`src/rtl/adaptive_traffic_ctrl_n_pkg.sv`:
```
// Shared lamp encodings, phase enum and popcount helper for the traffic controller.
package traffic_pkg;

  localparam logic [2:0] LIGHT_RED    = 3'b001;
  localparam logic [2:0] LIGHT_YELLOW = 3'b010;
  localparam logic [2:0] LIGHT_GREEN  = 3'b100;

  typedef enum logic [1:0] {
    PH_ALL_RED = 2'd0,
    PH_GREEN   = 2'd1,
    PH_YELLOW  = 2'd2
  } phase_e;

  // Widest sensor slice the popcount helper accepts.
  localparam int unsigned POP_MAX_W = 32;

  function automatic int unsigned popcount(input logic [POP_MAX_W-1:0] v);
    int unsigned c;
    c = 0;
    for (int i = 0; i < POP_MAX_W; i++) begin
      if (v[i]) c++;
    end
    return c;
  endfunction

endpackage

```
`src/rtl/adaptive_traffic_ctrl_n_if.sv`:
```
// Sensor/emergency inputs and lamp/phase outputs of the traffic controller.
interface adaptive_traffic_ctrl_n_if #(
  parameter int unsigned N_APPROACH = 4,
  parameter int unsigned SENSOR_W   = 2
);
  import traffic_pkg::*;

  localparam int unsigned AW = $clog2(N_APPROACH);

  logic [N_APPROACH*SENSOR_W-1:0] sensors;
  logic [N_APPROACH-1:0]          emerg_req;
  logic [3*N_APPROACH-1:0]        lights;
  logic [AW-1:0]                  active_idx;
  phase_e                         phase;

  modport master (output sensors, output emerg_req,
                  input lights, input active_idx, input phase);
  modport slave  (input sensors, input emerg_req,
                  output lights, output active_idx, output phase);

endinterface

```
`src/rtl/adaptive_traffic_ctrl_n_phase_timer.sv`:
```
// Phase down-counter: load on phase entry, decrement to zero, optional hold.
module phase_timer #(
  parameter int unsigned CNT_W   = 6,
  parameter int unsigned RST_VAL = 0
) (
  input  logic             clk,
  input  logic             rst_n,
  input  logic             i_load,
  input  logic [CNT_W-1:0] i_load_val,
  input  logic             i_hold,
  output logic             o_zero
);

  logic [CNT_W-1:0] r_cnt;

  // Load wins over hold; the count saturates at zero.
  always_ff @(posedge clk or negedge rst_n) begin
    if (!rst_n) begin
      r_cnt <= CNT_W'(RST_VAL);
    end else if (i_load) begin
      r_cnt <= i_load_val;
    end else if (!i_hold && (r_cnt != '0)) begin
      r_cnt <= r_cnt - CNT_W'(1);
    end
  end

  assign o_zero = (r_cnt == '0);

endmodule

```
`src/rtl/adaptive_traffic_ctrl_n.sv`:
```
// N-approach adaptive traffic controller: density-scaled green, empty-approach skip,
// yellow/all-red clearance and per-approach emergency pre-emption.
module adaptive_traffic_ctrl_n
  import traffic_pkg::*;
#(
  parameter int unsigned N_APPROACH   = 4,
  parameter int unsigned SENSOR_W     = 2,
  parameter int unsigned CNT_W        = 6,
  parameter int unsigned BASE_GREEN   = 5,
  parameter int unsigned GREEN_STEP   = 5,
  parameter int unsigned MAX_GREEN    = 20,
  parameter int unsigned YELLOW_TIME  = 3,
  parameter int unsigned ALL_RED_TIME = 1
) (
  input  logic                       clk,
  input  logic                       rst_n,
  adaptive_traffic_ctrl_n_if.slave   io_bus
);

  localparam int unsigned AW = $clog2(N_APPROACH);
  localparam int unsigned DW = $clog2(SENSOR_W + 1);
  localparam int unsigned PW = CNT_W + DW;

  phase_e                  r_phase;
  logic [AW-1:0]           r_idx;
  logic [3*N_APPROACH-1:0] r_lights;

  logic [DW-1:0]    w_dens [N_APPROACH];
  logic [AW-1:0]    w_next_idx, w_emerg_idx, w_rr_idx, w_sel_idx;
  logic             w_emerg_any, w_rr_found;
  logic [31:0]      w_dist, w_best;
  logic [DW-1:0]    w_sel_dens;
  logic [PW-1:0]    w_green_sum;
  logic [CNT_W-1:0] w_green_load, w_load_val;
  logic             w_own_emerg, w_other_emerg, w_go, w_hold, w_zero;

  for (genvar g = 0; g < N_APPROACH; g++) begin : g_dens
    assign w_dens[g] = DW'(popcount(POP_MAX_W'(io_bus.sensors[g*SENSOR_W +: SENSOR_W])));
  end

  function automatic logic [3*N_APPROACH-1:0] lamps(input phase_e ph, input logic [AW-1:0] idx);
    logic [3*N_APPROACH-1:0] v;
    for (int i = 0; i < N_APPROACH; i++) begin
      v[3*i +: 3] = LIGHT_RED;
      if (AW'(i) == idx) begin
        if (ph == PH_GREEN)       v[3*i +: 3] = LIGHT_GREEN;
        else if (ph == PH_YELLOW) v[3*i +: 3] = LIGHT_YELLOW;
      end
    end
    return v;
  endfunction

  // Next-approach selection: lowest emergency requester, else nearest occupied approach
  // after the current one, else simply the next approach.
  always_comb begin
    w_next_idx  = (r_idx == AW'(N_APPROACH - 1)) ? '0 : r_idx + AW'(1);
    w_emerg_any = |io_bus.emerg_req;
    w_emerg_idx = '0;
    for (int i = N_APPROACH - 1; i >= 0; i--) begin
      if (io_bus.emerg_req[i]) w_emerg_idx = AW'(i);
    end
    w_rr_idx   = w_next_idx;
    w_rr_found = 1'b0;
    w_best     = N_APPROACH;
    w_dist     = '0;
    for (int i = 0; i < N_APPROACH; i++) begin
      // Distance from the search start (active+1), wrapping modulo N.
      w_dist = (32'(i) + N_APPROACH - 1 - 32'(r_idx)) % N_APPROACH;
      if ((w_dens[i] != '0) && (w_dist < w_best)) begin
        w_best     = w_dist;
        w_rr_idx   = AW'(i);
        w_rr_found = 1'b1;
      end
    end
    w_sel_idx  = w_emerg_any ? w_emerg_idx : w_rr_idx;
    w_sel_dens = w_emerg_any ? w_dens[w_emerg_idx] : (w_rr_found ? w_dens[w_rr_idx] : '0);
    w_green_sum  = PW'(BASE_GREEN) + PW'(w_sel_dens) * PW'(GREEN_STEP);
    w_green_load = (w_green_sum > PW'(MAX_GREEN)) ? CNT_W'(MAX_GREEN - 1)
                                                 : w_green_sum[CNT_W-1:0] - CNT_W'(1);
  end

  // Phase exit conditions, emergency hold and timer reload value.
  always_comb begin
    w_own_emerg   = io_bus.emerg_req[r_idx];
    w_other_emerg = 1'b0;
    for (int i = 0; i < N_APPROACH; i++) begin
      if (io_bus.emerg_req[i] && (AW'(i) != r_idx)) w_other_emerg = 1'b1;
    end
    w_go       = 1'b0;
    w_hold     = 1'b0;
    w_load_val = CNT_W'(ALL_RED_TIME - 1);
    unique case (r_phase)
      PH_ALL_RED: begin
        w_go       = w_zero;
        w_load_val = w_green_load;
      end
      PH_GREEN: begin
        w_go       = w_other_emerg | (w_zero & ~w_own_emerg);
        w_hold     = w_own_emerg & w_zero;
        w_load_val = CNT_W'(YELLOW_TIME - 1);
      end
      PH_YELLOW: begin
        w_go = w_zero;
      end
      default: begin
        w_go = 1'b1;
      end
    endcase
  end

  phase_timer #(
    .CNT_W   (CNT_W),
    .RST_VAL (ALL_RED_TIME - 1)
  ) u_timer (
    .clk        (clk),
    .rst_n      (rst_n),
    .i_load     (w_go),
    .i_load_val (w_load_val),
    .i_hold     (w_hold),
    .o_zero     (w_zero)
  );

  // Phase FSM with registered lamp, phase and active-approach outputs.
  always_ff @(posedge clk or negedge rst_n) begin
    if (!rst_n) begin
      r_phase  <= PH_ALL_RED;
      r_idx    <= AW'(N_APPROACH - 1);
      r_lights <= lamps(PH_ALL_RED, '0);
    end else if (w_go) begin
      unique case (r_phase)
        PH_ALL_RED: begin
          r_phase  <= PH_GREEN;
          r_idx    <= w_sel_idx;
          r_lights <= lamps(PH_GREEN, w_sel_idx);
        end
        PH_GREEN: begin
          r_phase  <= PH_YELLOW;
          r_lights <= lamps(PH_YELLOW, r_idx);
        end
        default: begin
          r_phase  <= PH_ALL_RED;
          r_lights <= lamps(PH_ALL_RED, r_idx);
        end
      endcase
    end
  end

  assign io_bus.lights     = r_lights;
  assign io_bus.phase      = r_phase;
  assign io_bus.active_idx = r_idx;

endmodule

```
`src/flat_wrapper.sv`:
```
// flat-port wrapper written by rule: the top's interface ports become plain ports
module adaptive_traffic_ctrl_n_flat import traffic_pkg::*;
#(
  parameter int unsigned N_APPROACH   = 4,
  parameter int unsigned SENSOR_W     = 2,
  parameter int unsigned CNT_W        = 6,
  parameter int unsigned BASE_GREEN   = 5,
  parameter int unsigned GREEN_STEP   = 5,
  parameter int unsigned MAX_GREEN    = 20,
  parameter int unsigned YELLOW_TIME  = 3,
  parameter int unsigned ALL_RED_TIME = 1
)
  (clk, rst_n, io_bus_sensors, io_bus_emerg_req, io_bus_lights, io_bus_active_idx, io_bus_phase);
  adaptive_traffic_ctrl_n_if #(.N_APPROACH(N_APPROACH), .SENSOR_W(SENSOR_W)) io_bus_i ();
  input  logic clk;
  input  logic rst_n;
  input wire logic [$bits(io_bus_i.sensors)-1:0] io_bus_sensors;
  input wire logic [$bits(io_bus_i.emerg_req)-1:0] io_bus_emerg_req;
  output wire logic [$bits(io_bus_i.lights)-1:0] io_bus_lights;
  output wire logic [$bits(io_bus_i.active_idx)-1:0] io_bus_active_idx;
  output wire logic [$bits(io_bus_i.phase)-1:0] io_bus_phase;
  assign io_bus_i.sensors = io_bus_sensors;
  assign io_bus_i.emerg_req = io_bus_emerg_req;
  assign io_bus_lights = io_bus_i.lights;
  assign io_bus_active_idx = io_bus_i.active_idx;
  assign io_bus_phase = io_bus_i.phase;
  adaptive_traffic_ctrl_n #(.N_APPROACH(N_APPROACH), .SENSOR_W(SENSOR_W), .CNT_W(CNT_W), .BASE_GREEN(BASE_GREEN), .GREEN_STEP(GREEN_STEP), .MAX_GREEN(MAX_GREEN), .YELLOW_TIME(YELLOW_TIME), .ALL_RED_TIME(ALL_RED_TIME)) u_core (.clk(clk), .rst_n(rst_n), .io_bus(io_bus_i));
endmodule
```
`config.mk`:
```
export PLATFORM = sky130hd
export DESIGN_NAME = adaptive_traffic_ctrl_n_flat
export DESIGN_NICKNAME = d
export VERILOG_FILES = /design/src/rtl/adaptive_traffic_ctrl_n_pkg.sv /design/src/rtl/adaptive_traffic_ctrl_n_if.sv /design/src/rtl/adaptive_traffic_ctrl_n_phase_timer.sv /design/src/rtl/adaptive_traffic_ctrl_n.sv /design/src/flat_wrapper.sv
export SDC_FILE = /design/constraint.sdc
export NUM_CORES = 1
export LEC_CHECK = 0
export BUFFER_PORTS_ARGS = -buffer_cell sky130_fd_sc_hd__buf_2
export CAP_MARGIN = 20
export CORE_MARGIN = 2
export CORE_UTILIZATION = 45
export DETAILED_ROUTE_END_ITERATION = 10
export PLACE_DENSITY_LB_ADDON = 0.3
export SLEW_MARGIN = 20
export SYNTH_ARGS = -nofsm -noshare
export SYNTH_HDL_FRONTEND = slang
export SYNTH_SLANG_ARGS = --single-unit
```
`constraint.sdc`:
```
create_clock -name clk -period 5.5 [get_ports clk]
set_input_delay 0.275 -clock clk [delete_from_list [all_inputs] [get_ports clk]]
set_output_delay 0.275 -clock clk [all_outputs]
set_load 0.02 [all_outputs]
```
; Word level (Yosys, flattened, before mapping)
; Cells that the tools add are included.
[classes]
mul = 1
bitwise_logic = 6
n_addsub = 12
n_eq_ne = 12
reduce_logical = 24
mux = 55
magnitude_cmp = 8
[ops]
columns = cell, n
row1 = two-way mux 2 bit, 24
row2 = case mux 12 bit (2 select lines), 1
row3 = two-way mux 3 bit, 7
row4 = two-way mux 6 bit, 3
row5 = two-way mux 1 bit, 14
row6 = case mux 6 bit (2 select lines), 1
row7 = nonzero test 2 bit, 6
row8 = subtractor 6 x 1 -> 6 bit (second input constant), 2
row9 = logical AND 1 bit, 9
row10 = < comparator 2 x 3 -> 1 bit, 3
row11 = adder 1 x 1 -> 2 bit (second input constant), 4
row12 = binary-select mux 2 bit (select 2 bit), 2
row13 = equality test 2 bit (first input constant), 4
row14 = > comparator 8 x 5 -> 1 bit (second input constant), 1
row15 = adder 3 x 5 -> 6 bit (first input constant), 1
row16 = >= comparator 3 bit (second input constant), 2
row17 = logical NOT 2 bit, 3
row18 = logical NOT 6 bit, 1
row19 = < comparator 2 x 3 -> 1 bit (second input constant), 2
row20 = NOT 2 -> 3 bit, 2
row21 = nonzero test 6 bit, 1
row22 = multiplier 2 x 3 -> 5 bit (second input constant), 1
row23 = equality test 1 x 2 -> 1 bit (first input constant), 2
row24 = equality test 2 bit (second input constant), 2
row25 = 16 further kinds, 20
[totals]
out_inout_bits = 16
ff_bits = 22
in_bits = 14
elab_cells = 122

; Longest topological paths before layout
[depth]
ltp_word = 27
ltp_mapped = 25

; By module
; A second synthesis with hierarchy kept.
[hier_totals]
cells_unflattened = 214
area_unflattened_um2 = 1890.6
[modules_own_cells]
columns = module, cells_each, n_inst, seq_area_each_um2, area_each_um2
row1 = adaptive_traffic_ctrl_n, 165, 1, 407.9, 1465.2
row2 = phase_timer, 49, 1, 150.1, 425.4

; Worst setup path after synthesis
; No wires, ideal clock.
[synth_path]
path_type = reg2reg
startpoint = register u_core.r_idx[0], in the netlist u_core.io_bus.active_idx[0]
endpoint = register u_core.u_timer.r_cnt[3]
path_slack_ns = 0.063
t_arrival_ns = 5.360
stages_incl_launch_ff = 23
synth_period_minus_slack_ns = 5.437
required_time_ns = 5.423
path_cell_list = dfstp_2 -> buf_6 -> inv_1 -> ha_1 -> ha_1 -> a211o_2 -> nand2_1 -> a21oi_1 -> ha_1 -> or4b_4 -> o22ai_2 -> nor2_1 -> a21oi_1 -> ha_1 -> or2_2 -> a21oi_1 -> nor3_1 -> and4b_2 -> a2111o_1 -> and2_1 -> ha_1 -> or4_1 -> a21oi_1
[synth_between]
elab_chain_cells = 25
word_cells_on_any_way = 62
cone_classes = add/sub (7) / mul (1) / order compare (5) / eq/ne (4) / mux (28) / bitwise (5) / reduce/logical (12)
[synth_lines]
columns = item, line
row1 = start: declaration, adaptive_traffic_ctrl_n.sv:25  ; logic [AW-1:0] r_idx;
row2 = start signal: assignment, adaptive_traffic_ctrl_n.sv:127  ; r_idx <= AW'(N_APPROACH - 1);
row3 = start signal: assignment, adaptive_traffic_ctrl_n.sv:133  ; r_idx <= w_sel_idx;
row4 = subtractor 2 bit, adaptive_traffic_ctrl_n.sv:68  ; w_dist = (32'(i) + N_APPROACH - 1 - 32'(r_idx)) % N_APPROACH;
row5 = < comparator 2 x 3 -> 1 bit, adaptive_traffic_ctrl_n.sv:69  ; if ((w_dens[i] != '0) && (w_dist < w_best)) begin
row6 = logical AND 1 bit, adaptive_traffic_ctrl_n.sv:69
row7 = two-way mux 3 bit, adaptive_traffic_ctrl_n.sv:69
row8 = < comparator 2 x 3 -> 1 bit, adaptive_traffic_ctrl_n.sv:69
row9 = logical AND 1 bit, adaptive_traffic_ctrl_n.sv:69
row10 = two-way mux 3 bit, adaptive_traffic_ctrl_n.sv:69
row11 = < comparator 2 x 3 -> 1 bit, adaptive_traffic_ctrl_n.sv:69
row12 = (+7 left out), -
row13 = two-way mux 2 bit (not written as such) (2 in a row), adaptive_traffic_ctrl_n.sv:76  ; w_sel_dens = w_emerg_any ? w_dens[w_emerg_idx] : (w_rr_found ? w_dens[w_rr_idx] : '0);
row14 = two-way mux 2 bit (2 in a row), adaptive_traffic_ctrl_n.sv:76
row15 = multiplier 2 x 3 -> 5 bit, adaptive_traffic_ctrl_n.sv:77  ; w_green_sum = PW'(BASE_GREEN) + PW'(w_sel_dens) * PW'(GREEN_STEP);
row16 = adder 3 x 5 -> 6 bit, adaptive_traffic_ctrl_n.sv:77
row17 = > comparator 8 x 5 -> 1 bit / subtractor 6 x 1 -> 6 bit (equally long branches), "adaptive_traffic_ctrl_n.sv:78, adaptive_traffic_ctrl_n.sv:79"
row18 = two-way mux 6 bit, adaptive_traffic_ctrl_n.sv:78  ; w_green_load = (w_green_sum > PW'(MAX_GREEN)) ? CNT_W'(MAX_GREEN - 1)
row19 = case mux 6 bit (2 select lines), adaptive_traffic_ctrl_n.sv:92  ; unique case (r_phase)
row20 = two-way mux 6 bit, adaptive_traffic_ctrl_n_phase_timer.sv:20  ; end else if (i_load) begin
row21 = end signal: assignment, adaptive_traffic_ctrl_n_phase_timer.sv:19  ; r_cnt <= CNT_W'(RST_VAL);
row22 = end signal: assignment, adaptive_traffic_ctrl_n_phase_timer.sv:21  ; r_cnt <= i_load_val;
row23 = end signal: assignment, adaptive_traffic_ctrl_n_phase_timer.sv:23  ; r_cnt <= r_cnt - CNT_W'(1);
row24 = end: declaration, adaptive_traffic_ctrl_n_phase_timer.sv:14  ; logic [CNT_W-1:0] r_cnt;
; Several ways; a longest one is shown, not always the timed one. The select of a mux whose other input is x is not followed.
; A chain may end at the register's enable or synchronous reset.

; Worst setup path in the final report
; Ends and elaborated chain as after synthesis.

==> impl_metrics.csv <==
group,metric,value,unit
clocking,cts_root_buf,"clkbuf_8",
clocking,post_cts_buffers,0,
global_route,grt_pass1_wl,7.493,mm
critical_path,crit_required,5.69,ns
pwr,swShare,44.80,%
global_route,grt_max_degree,23,
sta,min_period_over_period,95.54,%
sta,fin_crit,5.254,ns
pwr,sequentialPowerShare,22.1,%
die,pin_count,30,
sta,slew_headroom,43.68,%
pwr,irDropWorstVdd,0.0003827,V
clocking,cts_tree,"yes",
layout,diodes,0,
die,initial_core_util,47.27,%
layout,nNetsFinal,295,
clocking,cts_made_buffers,3,
global_route,grt_pass1_vias,1609,
clocking,htreeDepth,1,
sta,setup_slack,0.2456,ns
global_route,grt_use_total,18.80,%
logic_synthesis,yosys_register_bits,22,
pwr,power_frac_clock,11.6,%
routing,wl_per_cell,14.23,um
critical_path,cp-start-kind,"flop",
logic_synthesis,synth.distinct_cells,59,
critical_path,critPathKind,"reg2reg",
routing,drc,0,
die,die_h,69.29,um
clocking,cts_buffer_depth,2,
pwr,fin_total_pwr,1297,uW
logic_synthesis,ys.flop_type,"dfrtp_1",
pwr,combPwrFrac,66.3,%
routing,vias,1748,
routing,ant_nets,0,
sta,worstMarginPinSlew,0.8384,ns
logic_synthesis,yosys.area.top_type,"dfrtp_1",
logic_synthesis,ys_top_cells_by_area,"dfrtp_1 21%, ha_1 14%, dfstp_2 8.2%",
global_route,grt.overflow.total,0,
logic_synthesis,seq_area_frac_synth,29.09,%
place,io_buffer_count,29,
sta,hold_ws,0.4762,ns
logic_synthesis,ys_async_sr_fraction,100.0,%
sta,finalMaxSlewViolations,0,
outcome,status,"complete, no violations",
layout,fin_util,55.32,%
die,dieArea,4800,sq um
logic_synthesis,yosys_warnings,0,
logic_synthesis,syn_area_per_cell,8.376,sq um
routing,drtPass1Iterations,4,
place,place.gp.congestion,0.8562,
pwr,p_leak,0.001054,uW
pwr,switchingPower,581.1,uW
sta,rsz0062_at_grt,"no",
logic_synthesis,synth.cell_area,1918,sq um
place,dp_hpwl,3.426,mm
layout,area_growth,17.03,%
critical_path,crit_arrival,5.45,ns
sta,clock.fmax,190.3,MHz
pwr,intPower,716.0,uW
pwr,power.density,577.8,nW/um^2
critical_path,crit_path_end_kind,"flop",
die,die_x,69.29,um
critical_path,crit_fanout,3,
die,row_count,23,
sta,skew,0.005304,ns
sta,tns,0,ns
global_route,antenna_found_initial,0,
place,place_ws,0.1332,ns
sta,setup_viol,0,
layout,drive_above_1_share,25.48,%
clocking,clk_pin_slew,0.08,ns
logic_synthesis,syn_inst,229,
logic_synthesis,synth_edf_count,0,
sta,finalHoldViolCount,0,
hold_path,min_path_type,"reg2reg",
logic_synthesis,synth.net_count,264,
routing,drt_iter0_drc,141,
flow_run,maxCapViolations,0,
logic_synthesis,synth.top_cell.area_share,20.87,%
routing,vias_per_cell,5.657,
clocking,clock_sinks,22,
clocking,clock_latency,0.27,ns
die,coreArea,4058,sq um
routing,drt_wl_total,4.396,mm
==> synth_stat cells, types with 2 or more instances <==
library cell / n
a21oi_1: 13
dfstp_2: 6
nand2_1: 24
o21ai_0: 17
clkbuf_1: 5
o41ai_1: 2
dfrtp_1: 16
buf_2: 3
o211ai_1: 4
ha_1: 21
inv_1: 20
mux2i_1: 3
a22oi_1: 2
xnor2_1: 2
o22ai_1: 2
a22o_1: 2
nor3_1: 7
or2_2: 3
and2_1: 3
a31oi_1: 3
nand3_1: 8
nor2_1: 15
nand4_1: 3
a21o_1: 3
nor2b_1: 6
xor2_1: 3
==> worst max-delay path: stages (launching register included) <==
cell and delay (ns):
dfstp_2 0.54, inv_1 0.09, ha_4 0.27, ha_4 0.25, a211o_2 0.30, nand2_1 0.06
a21oi_1 0.08, ha_1 0.21, or4b_4 0.54, o22ai_2 0.14, a21oi_1 0.09, ha_1 0.19
nor3_1 0.31, nor3b_2 0.29, nor3_1 0.07, and4b_2 0.22, a2111o_1 0.39, and2_1 0.22
ha_1 0.31, or4_1 0.46, a21oi_1 0.15
==> sequential cells by signal, summed over array words and instances (netlist names) <==
register,count
u_core.io_bus.lights,12
u_core.io_bus.phase,2
u_core.u_timer.r_cnt,6
u_core.io_bus.active_idx,2
==> layout by cell type (no fill, tap or decap), types with 3 or more instances in the layout <==
cell type	n
nor2b_1	6
ha_1	19
or2_2	3
nand2_1	24
nand3_1	8
buf_2	29
buf_4	5
clkbuf_8	3
and2_1	3
a21o_1	3
o21ai_0	17
nand4_1	3
dfrtp_1	16
inv_1	20
nor2_1	15
xor2_1	3
dfstp_2	6
o211ai_1	4
a21oi_1	12
mux2i_1	3
nor3_1	7
==> what timing repair did <==
item,in CTS,in global routing
resized for setup,0,6
endpoints found under the setup margin,0,3
hold buffers,1,0
hold endpoints to repair,16,0
==> power groups by stage <==
| stage | clock network (uW) | logic, uW | registers [uW] |
|---|---|---|---|
| 5_1_grt | 161 | 957 | 295 |
| 4_1_cts | 154 | 805 | 287 |
| 2_1_floorplan | 0 | 568 | 327 |
| 6_report | 151 | 860 | 286 |
| 3_3_place_gp | 0 | 794 | 286 |
| 3_5_place_dp | 0 | 799 | 289 |
==> kinds of logic (layout without fill, tap and decap cells) <==
logic type / after synthesis / in the layout / synth area share, %
and+or+nand+nor: 85 / 85 / 23.62
DFF: 22 / 22 / 29.09
muxes: 5 / 5 / 3.327
adders and majority gates: 21 / 21 / 13.70
buffers and inverters: 29 / 59 / 6.262
AOI/OAI and AO/OA: 62 / 62 / 21.72
xor gates and xnor gates: 5 / 5 / 2.284
==> metal layers <==
metal  global-route usage, %  wire (um)
met5                       0          0
met4                   9.150         91
met3                   2.180        210
met2                   28.42       1994
met1                   26.54       2099
==> layout make-up <==
cell class                 instances  area, sq um
multi-input combinational        178         1285
clock inverter                     1        30.03
timing repair buffer              35        192.7
sequential                        22        558.0
tap                               50        62.56
inverter                          20        75.07
clock buffer                       3        41.29
fill                             386         1813
==> path summary, 6_finish.rpt <==
check / from / end / slack [ns] / cells past startpoint
min in group asynchronous: rst_n / u_core.io_bus.lights[7] / 0.49 / 2
setup / recovery: u_core.io_bus.active_idx[0] / u_core.u_timer.r_cnt[3] / 0.25 / 20
setup reg to reg: u_core.io_bus.active_idx[0] / u_core.u_timer.r_cnt[3] / 0.25 / 20
hold / removal: u_core.io_bus.lights[1] / u_core.io_bus.lights[1] / 0.48 / 2
max in group asynchronous: rst_n / u_core.io_bus.lights[3] / 4.65 / 2
hold reg to reg: u_core.io_bus.lights[1] / u_core.io_bus.lights[1] / 0.48 / 2
==> metrics by stage <==
step           std cells  instance area (sq um)
3_5_place_dp         304                   2118
4_1_cts              309                   2200
6_report             309                   2245
2_1_floorplan        229                   1918
5_1_grt              309                   2245
3_3_place_gp         304                   2118
Power figures use the tool's default switching activity.
